$ cat config.mk
export PLATFORM = sky130hd
export DESIGN_NAME = qracc_bus_bridge
export DESIGN_NICKNAME = d
export VERILOG_FILES = /design/src/rtl/qracc_bus_bridge.sv
export SDC_FILE = /design/constraint.sdc
export NUM_CORES = 1
export LEC_CHECK = 0
export ABC_AREA = 1
export CAP_MARGIN = 10
export CORE_ASPECT_RATIO = 1.75
export CORE_UTILIZATION = 35
export CTS_CLUSTER_DIAMETER = 100
export CTS_CLUSTER_SIZE = 14
export DETAILED_ROUTE_END_ITERATION = 7
export PLACE_DENSITY = 0.56
export SYNTH_ARGS = -nofsm -noshare
export SYNTH_HDL_FRONTEND = slang
export SYNTH_SLANG_ARGS = --single-unit
$ cat constraint.sdc
create_clock -name clk -period 9.05 [get_ports clk]
set_input_delay 2.2625 -clock clk [delete_from_list [all_inputs] [get_ports clk]]
set_output_delay 2.2625 -clock clk [all_outputs]
set_load 0.01 [all_outputs]
$ cat src/rtl/qracc_bus_bridge.sv
// Host-to-accelerator bus bridge: queues host requests in a FIFO and issues them
// one at a time on the accelerator bus, returning read data (or a timeout error) in order.
module qracc_bus_bridge #(
  parameter int unsigned FIFO_DEPTH     = 4,
  parameter int unsigned TIMEOUT_CYCLES = 64,
  parameter logic [31:0] ERR_DATA       = 32'hDEAD_BEEF
) (
  input  logic                              clk,
  input  logic                              nrst,
  input  logic                              host_valid,
  output logic                              host_ready,
  input  logic                              host_wen,
  input  logic [31:0]                       host_addr,
  input  logic [31:0]                       host_wdata,
  output logic                              rsp_valid,
  output logic [31:0]                       rsp_data,
  output logic                              rsp_err,
  input  logic                              rsp_ready,
  output logic                              bus_valid,
  input  logic                              bus_ready,
  output logic                              bus_wen,
  output logic [31:0]                       bus_addr,
  output logic [31:0]                       bus_data_in,
  input  logic [31:0]                       bus_data_out,
  input  logic                              bus_rd_data_valid,
  output logic [$clog2(FIFO_DEPTH+1)-1:0]   fifo_count,
  output logic                              busy
);

  localparam int unsigned AW = $clog2(FIFO_DEPTH);
  localparam int unsigned CW = $clog2(FIFO_DEPTH + 1);
  localparam int unsigned TW = $clog2(TIMEOUT_CYCLES + 1);
  localparam int unsigned EW = 65;

  typedef enum logic [1:0] {IDLE, ISSUE, WAIT_RD, RESP} state_e;

  state_e          state_q, state_d;
  logic [AW-1:0]   wptr_q, wptr_d, rptr_q, rptr_d;
  logic [CW-1:0]   count_q, count_d;
  logic [TW-1:0]   cnt_q, cnt_d;
  logic            host_ready_q, host_ready_d;
  logic            bus_valid_q, bus_valid_d;
  logic            bus_wen_q, bus_wen_d;
  logic [31:0]     bus_addr_q, bus_addr_d;
  logic [31:0]     bus_data_q, bus_data_d;
  logic            rsp_valid_q, rsp_valid_d;
  logic [31:0]     rsp_data_q, rsp_data_d;
  logic            rsp_err_q, rsp_err_d;
  logic            busy_q, busy_d;
  logic            push, pop;
  logic [EW-1:0]   mem_q [FIFO_DEPTH];
  logic [EW-1:0]   head;

  assign push = host_valid && host_ready_q;
  assign head = mem_q[rptr_q];

  // Request storage; entries need no reset since count/pointers gate every read.
  always_ff @(posedge clk) begin
    if (push) mem_q[wptr_q] <= {host_wen, host_addr, host_wdata};
  end

  // Next-state, FIFO bookkeeping and registered output values.
  always_comb begin
    state_d    = state_q;
    cnt_d      = cnt_q;
    bus_wen_d  = bus_wen_q;
    bus_addr_d = bus_addr_q;
    bus_data_d = bus_data_q;
    rsp_data_d = rsp_data_q;
    rsp_err_d  = rsp_err_q;
    pop        = 1'b0;

    unique case (state_q)
      IDLE: begin
        if (count_q != '0) begin
          state_d    = ISSUE;
          bus_wen_d  = head[64];
          bus_addr_d = head[63:32];
          bus_data_d = head[31:0];
        end
      end
      ISSUE: begin
        if (bus_ready) begin
          pop     = 1'b1;
          state_d = bus_wen_q ? IDLE : WAIT_RD;
          cnt_d   = '0;
        end
      end
      WAIT_RD: begin
        // Real data takes priority over a coincident timeout.
        if (bus_rd_data_valid) begin
          rsp_data_d = bus_data_out;
          rsp_err_d  = 1'b0;
          state_d    = RESP;
        end else if (cnt_q == TW'(TIMEOUT_CYCLES - 1)) begin
          rsp_data_d = ERR_DATA;
          rsp_err_d  = 1'b1;
          state_d    = RESP;
        end else begin
          cnt_d = cnt_q + TW'(1);
        end
      end
      RESP: begin
        if (rsp_ready) state_d = IDLE;
      end
      default: state_d = IDLE;
    endcase

    wptr_d = push ? wptr_q + AW'(1) : wptr_q;
    rptr_d = pop  ? rptr_q + AW'(1) : rptr_q;
    unique case ({push, pop})
      2'b10:   count_d = count_q + CW'(1);
      2'b01:   count_d = count_q - CW'(1);
      default: count_d = count_q;
    endcase

    host_ready_d = (count_d < CW'(FIFO_DEPTH));
    bus_valid_d  = (state_d == ISSUE);
    rsp_valid_d  = (state_d == RESP);
    busy_d       = (state_d != IDLE) || (count_d != '0);
  end

  always_ff @(posedge clk or negedge nrst) begin
    if (!nrst) begin
      state_q      <= IDLE;
      wptr_q       <= '0;
      rptr_q       <= '0;
      count_q      <= '0;
      cnt_q        <= '0;
      host_ready_q <= 1'b0;
      bus_valid_q  <= 1'b0;
      bus_wen_q    <= 1'b0;
      bus_addr_q   <= '0;
      bus_data_q   <= '0;
      rsp_valid_q  <= 1'b0;
      rsp_data_q   <= '0;
      rsp_err_q    <= 1'b0;
      busy_q       <= 1'b0;
    end else begin
      state_q      <= state_d;
      wptr_q       <= wptr_d;
      rptr_q       <= rptr_d;
      count_q      <= count_d;
      cnt_q        <= cnt_d;
      host_ready_q <= host_ready_d;
      bus_valid_q  <= bus_valid_d;
      bus_wen_q    <= bus_wen_d;
      bus_addr_q   <= bus_addr_d;
      bus_data_q   <= bus_data_d;
      rsp_valid_q  <= rsp_valid_d;
      rsp_data_q   <= rsp_data_d;
      rsp_err_q    <= rsp_err_d;
      busy_q       <= busy_d;
    end
  end

  assign host_ready  = host_ready_q;
  assign bus_valid   = bus_valid_q;
  assign bus_wen     = bus_wen_q;
  assign bus_addr    = bus_addr_q;
  assign bus_data_in = bus_data_q;
  assign rsp_valid   = rsp_valid_q;
  assign rsp_data    = rsp_data_q;
  assign rsp_err     = rsp_err_q;
  assign fifo_count  = count_q;
  assign busy        = busy_q;

endmodule

# Word-level counts from Yosys, hierarchy flattened
# Memory sizes are Yosys's and may differ from the RTL's. A register that Yosys moved wholly into a read port is not among the register bits.
# Index checks and enable logic that the tools add are counted.
[word_totals] ram_bits=260 n_memories=1 output_inout_bits=105 register_bits=53
[classes] mux=20 n_reduce_logical=12 n_lt_le_gt_ge=1 n_eq_ne=11 addsub=5
[memory_table] memory="mem_q" words=4 word_bits=65 rd=1 rd_clocked_by_memory_dff=1 write_ports=1 line_no="51" rtl="logic [EW-1:0] mem_q [FIFO_DEPTH];"
[op_table] operator="$mux W32" n=2
[op_table] operator="$mux W7" n=3
[op_table] operator="$pmux W7 S2" n=1
[op_table] operator="$mux W2" n=6
[op_table] operator="$eq A2 B2 Y1 const B" n=4
[op_table] operator="$pmux W2 S4" n=1
[op_table] operator="$add A7 B1 Y7 const B" n=1
[op_table] operator="$eq A7 B6 Y1 const B" n=1
[op_table] operator="$eq A2 B1 Y1 const B" n=3
[op_table] operator="$mux W1" n=6
[op_table] operator="$ne A2 B2 Y1 const B" n=3
[op_table] operator="$pmux W3 S2" n=1
[op_table] operator="$reduce_bool A2 Y1" n=3
[op_table] operator="$reduce_bool A3 Y1" n=2
[op_table] operator="$add A2 B1 Y2 const B" n=2
[op_table] operator="$reduce_and A2 Y1" n=2
[op_table] operator="$reduce_and A4 Y1" n=1
[op_table] operator="$add A3 B1 Y3 const B" n=1
[op_table] operator="$lt A3 B3 Y1 const B" n=1
[op_table] operator="$sub A3 B1 Y3 const B" n=1
[op_table] operator="$logic_not A2 Y1" n=1
[op_table] operator="$logic_and A1 B1 Y1" n=1
[op_table] operator="$logic_not A1 Y1" n=1
[op_table] operator="$logic_or A1 B1 Y1" n=1

# Longest topological paths before layout
[logic_depth] word_depth=6 depth_mapped=13 ltp_nobuf=13

# Worst setup path before layout
# Ideal clock, no wire load.
[synth_timing] kind="input port to flip-flop" start="in host_valid" end="mem mem_q[0][0] (enable)" setup_ps=489 cell_stages=2 required_time_ps=8561 path_slack_ps=3399 t_arrival_ps=5162 path_buffers=0 cell_sequence="nand2_1 nor2_1"
[synth_between] elab_chain_cells=3
[synth_lines] element="start, declared" line_no="10" rtl="input logic host_valid,"
[synth_lines] element="$logic_and A1 B1 Y1" line_no="54" rtl="assign push = host_valid && host_ready_q;"
[synth_lines] element="$mux W1" line_no="59" rtl="if (push) mem_q[wptr_q] <= {host_wen, host_addr, host_wdata};"
[synth_lines] element="$mux W1 (not written as such)" line_no="59"
[synth_lines] element="end, declared" line_no="51"
# No other way between the ends.

# Final worst setup path
[layout_timing] start="in host_valid" end="mem mem_q[1][18] (enable)"
# Same word-level chain as after synthesis.

==> impl_metrics.toml <==
[power_and_ir_drop]
swShare_pct = 35.27
intPower_mw = 3.758
vdd_drop_max_mv = 0.1848
switching_power_mw = 2.048
p_leak_nw = 6.667
pwr-share-clk_pct = 21.0
p_per_area_nw_per_um2 = 326.6
power_frac_comb_pct = 35.9
power.total_mw = 5.805
pwr-share-seq_pct = 43.1

[cells_and_area]
areaGrowthSynthToFinish_pct = 23.51
final_common_cell = "nand2_1"
final_util_pct = 44.11
multiInputGateArea_um2 = 3188
fillCellCount = 3743
layout-drive-gt1-share_pct = 4.673
antenna_cells = 0
final_cell_mix = "262 x nand2_1, 260 x edfxtp_1, 206 x clkdlybuf4s50_1"
nNetsFinal = 1478
register_area_um2 = 10770
finalNonFillerCells = 1935
finalInstanceArea_um2 = 17770

[grt]
overflow = 0
track_usage_pct = 16.56
grt_pass1_wl_um = 53740
grt_max_degree = 97
grt_pass1_vias = 9575
antenna_found_initial = 1

[critical_path]
crit_arrival_ps = 4070
startpoint_type = "primary input"
cp_data_required_time_ps = 9240
rr_startpoint = "fifo_count[0]$_DFF_PN0_"
critPathCapture = "mem_q[1][18]$_DFFE_PP_"
rr_endpoint = "bus_addr[20]$_DFFE_PN0P_"
r2r_slack_ps = 5940
reg2reg_depth = 7
critPathLaunch = "host_valid"
critPathCaptureType = "register"
crit_type = "in2reg"
crit_fanout = 65

[clock_network]
cts_tree = "yes"
cts_max_level = 1
cts_sinks = 378
root_buffer = "clkbuf_16"
cts_buffers = 30
clk-insertion-delay-late_ps = 570
post_cts_buffers = 0
clk_pin_slew_worst_paths_ps = 80
cts_resized = 0
hold_buffers = 0
cts.path.max_buffers = 3

[placed_design]
portBuffers = 207
dp_cells = 1880
dpl_cell_area_um2 = 16910
dp_slack_ps = 4544
place.gp.congestion = 0.7061
hpwl_um = 20280

[route]
wl_per_cell_um = 17.75
ant_nets = 0
drt_iter0_drc = 627
first_pass_iters = 4
vias = 9263
wl_um = 34340
vias_per_cell = 4.787
drc = 0

[flow_run]
drv_cap = 0

[timing]
tightest_slew_ps = 1029
hold_violations = 0
setup_ws_ps = 5166
fin_tns_setup_ps = 0
holdWs_ps = 470.0
max_freq_ghz = 0.2575
rsz0062_at_grt = "false"
fin_worst_skew_ps = 10.91
min_period_ps = 3884
fin_crit_sh_pct = 42.91
setup_viol = 0
relSlewSlack_pct = 31.38
finalMaxSlewViolations = 0

[logic_synthesis]
synth_nets = 1291
synth_area_leaders = "edfxtp_1 54%, dfrtp_1 21%, nand2_1 6.8%"
yosysWarnings = 0
synthCells = 1181
ys_types = 27
synth-seq-cells = 378
synth_top_area_share_pct = 54.25
yosysSeqAreaShare_pct = 74.77
syn_area_um2 = 14390
postSynthAreaPerCell_um2 = 12.19
synth_top_area_cell = "edfxtp_1"

[die]
die_area_um2 = 41970
die_w_um = 155.3
core_um2 = 40290
start_util_pct = 35.72
die_h_um = 270.2
io_pins = 208
rows = 97

[run_status]
status = "finished clean"

[min_path]
hp-class = "reg2reg"
==> power by group through the flow <==
| stage | logic, mW | clock network [mW] | registers [mW] |
|---|---|---|---|
| after CTS | 2.14 | 1.25 | 2.51 |
| after global placement | 2.09 | 0 | 2.54 |
| after floorplan | 1.14 | 0 | 2.61 |
| after detailed placement | 2.13 | 0 | 2.54 |
| after global routing | 2.33 | 1.31 | 2.55 |
| final | 2.08 | 1.22 | 2.50 |
==> sequential cells by signal, summed over array words and instances, names as in the netlist, 2 cells and up <==
name         count
bus_data_in     32
rptr_q           2
fifo_count       3
state_q          2
mem_q          260
bus_addr        32
wptr_q           2
cnt_q            7
rsp_data        32
==> worst min path at each step <==
stage                                     endpoint  cells after the start                startpoint  slack (ps)
final                     rsp_data[25]$_DFFE_PN0P_                      2  rsp_data[25]$_DFFE_PN0P_         470
after global routing      rsp_data[25]$_DFFE_PN0P_                      2  rsp_data[25]$_DFFE_PN0P_         490
after CTS                 rsp_data[25]$_DFFE_PN0P_                      2  rsp_data[25]$_DFFE_PN0P_         480
after detailed placement  rsp_data[25]$_DFFE_PN0P_                      2  rsp_data[25]$_DFFE_PN0P_         460
after global placement    rsp_data[14]$_DFFE_PN0P_                      2  rsp_data[14]$_DFFE_PN0P_         450
after floorplan               cnt_q[5]$_DFFE_PN0P_                      2      cnt_q[5]$_DFFE_PN0P_         500
==> metal layers <==
| layer | vias up | part of all wire (%) | GRT usage, % |
|---|---|---|---|
| met5 | - | 0.038 | 0 |
| met4 | 2 | 2.4 | 5.392 |
| met3 | 47 | 4.5 | 2.246 |
| met2 | 233 | 53 | 31.26 |
| met1 | 4546 | 40 | 18.93 |
| li1 | 4435 | - | - |
==> cell families after synthesis <==
kind of cell	Yosys count	synth area share [%]
fa+ha+maj	7	0.6607
simple gates	482	12.90
buf+inv	95	3.373
xor+xnor	4	0.2435
compound gates	215	8.051
flops	378	74.77
==> cell type report <==
class / instances / area share [%]
clock buffers: 55 / 4.871
multi-input cells: 708 / 17.94
repair buffers: 217 / 12.09
flip-flops and latches: 378 / 60.57
well taps: 544 / 3.829
inverters: 33 / 0.7110
==> Yosys cell counts <==
cell type and n:
nand2_1 262, edfxtp_1 260, nor2_1 198, dfrtp_1 118
o21ai_0 118, o22ai_1 64, o21ai_1 29, clkbuf_1 25
inv_1 24, buf_2 20, nand3_1 13, buf_6 10
inv_2 8, buf_4 7, ha_1 6, a21oi_1 3
nand4_1 3, xor2_1 3, nand2_2 2, fa_1 1
inv_4 1, nand2_4 1, nand3_2 1, nor2_2 1
o21bai_1 1, or2_2 1, xnor2_1 1
==> worst max-delay path, stage by stage <==
cell and delay [ps]:
clkdlybuf4s50_1 470, nand2_1 310, nor2_4 170, buf_4 770
Note: power is estimated with default switching activity, not from simulation.
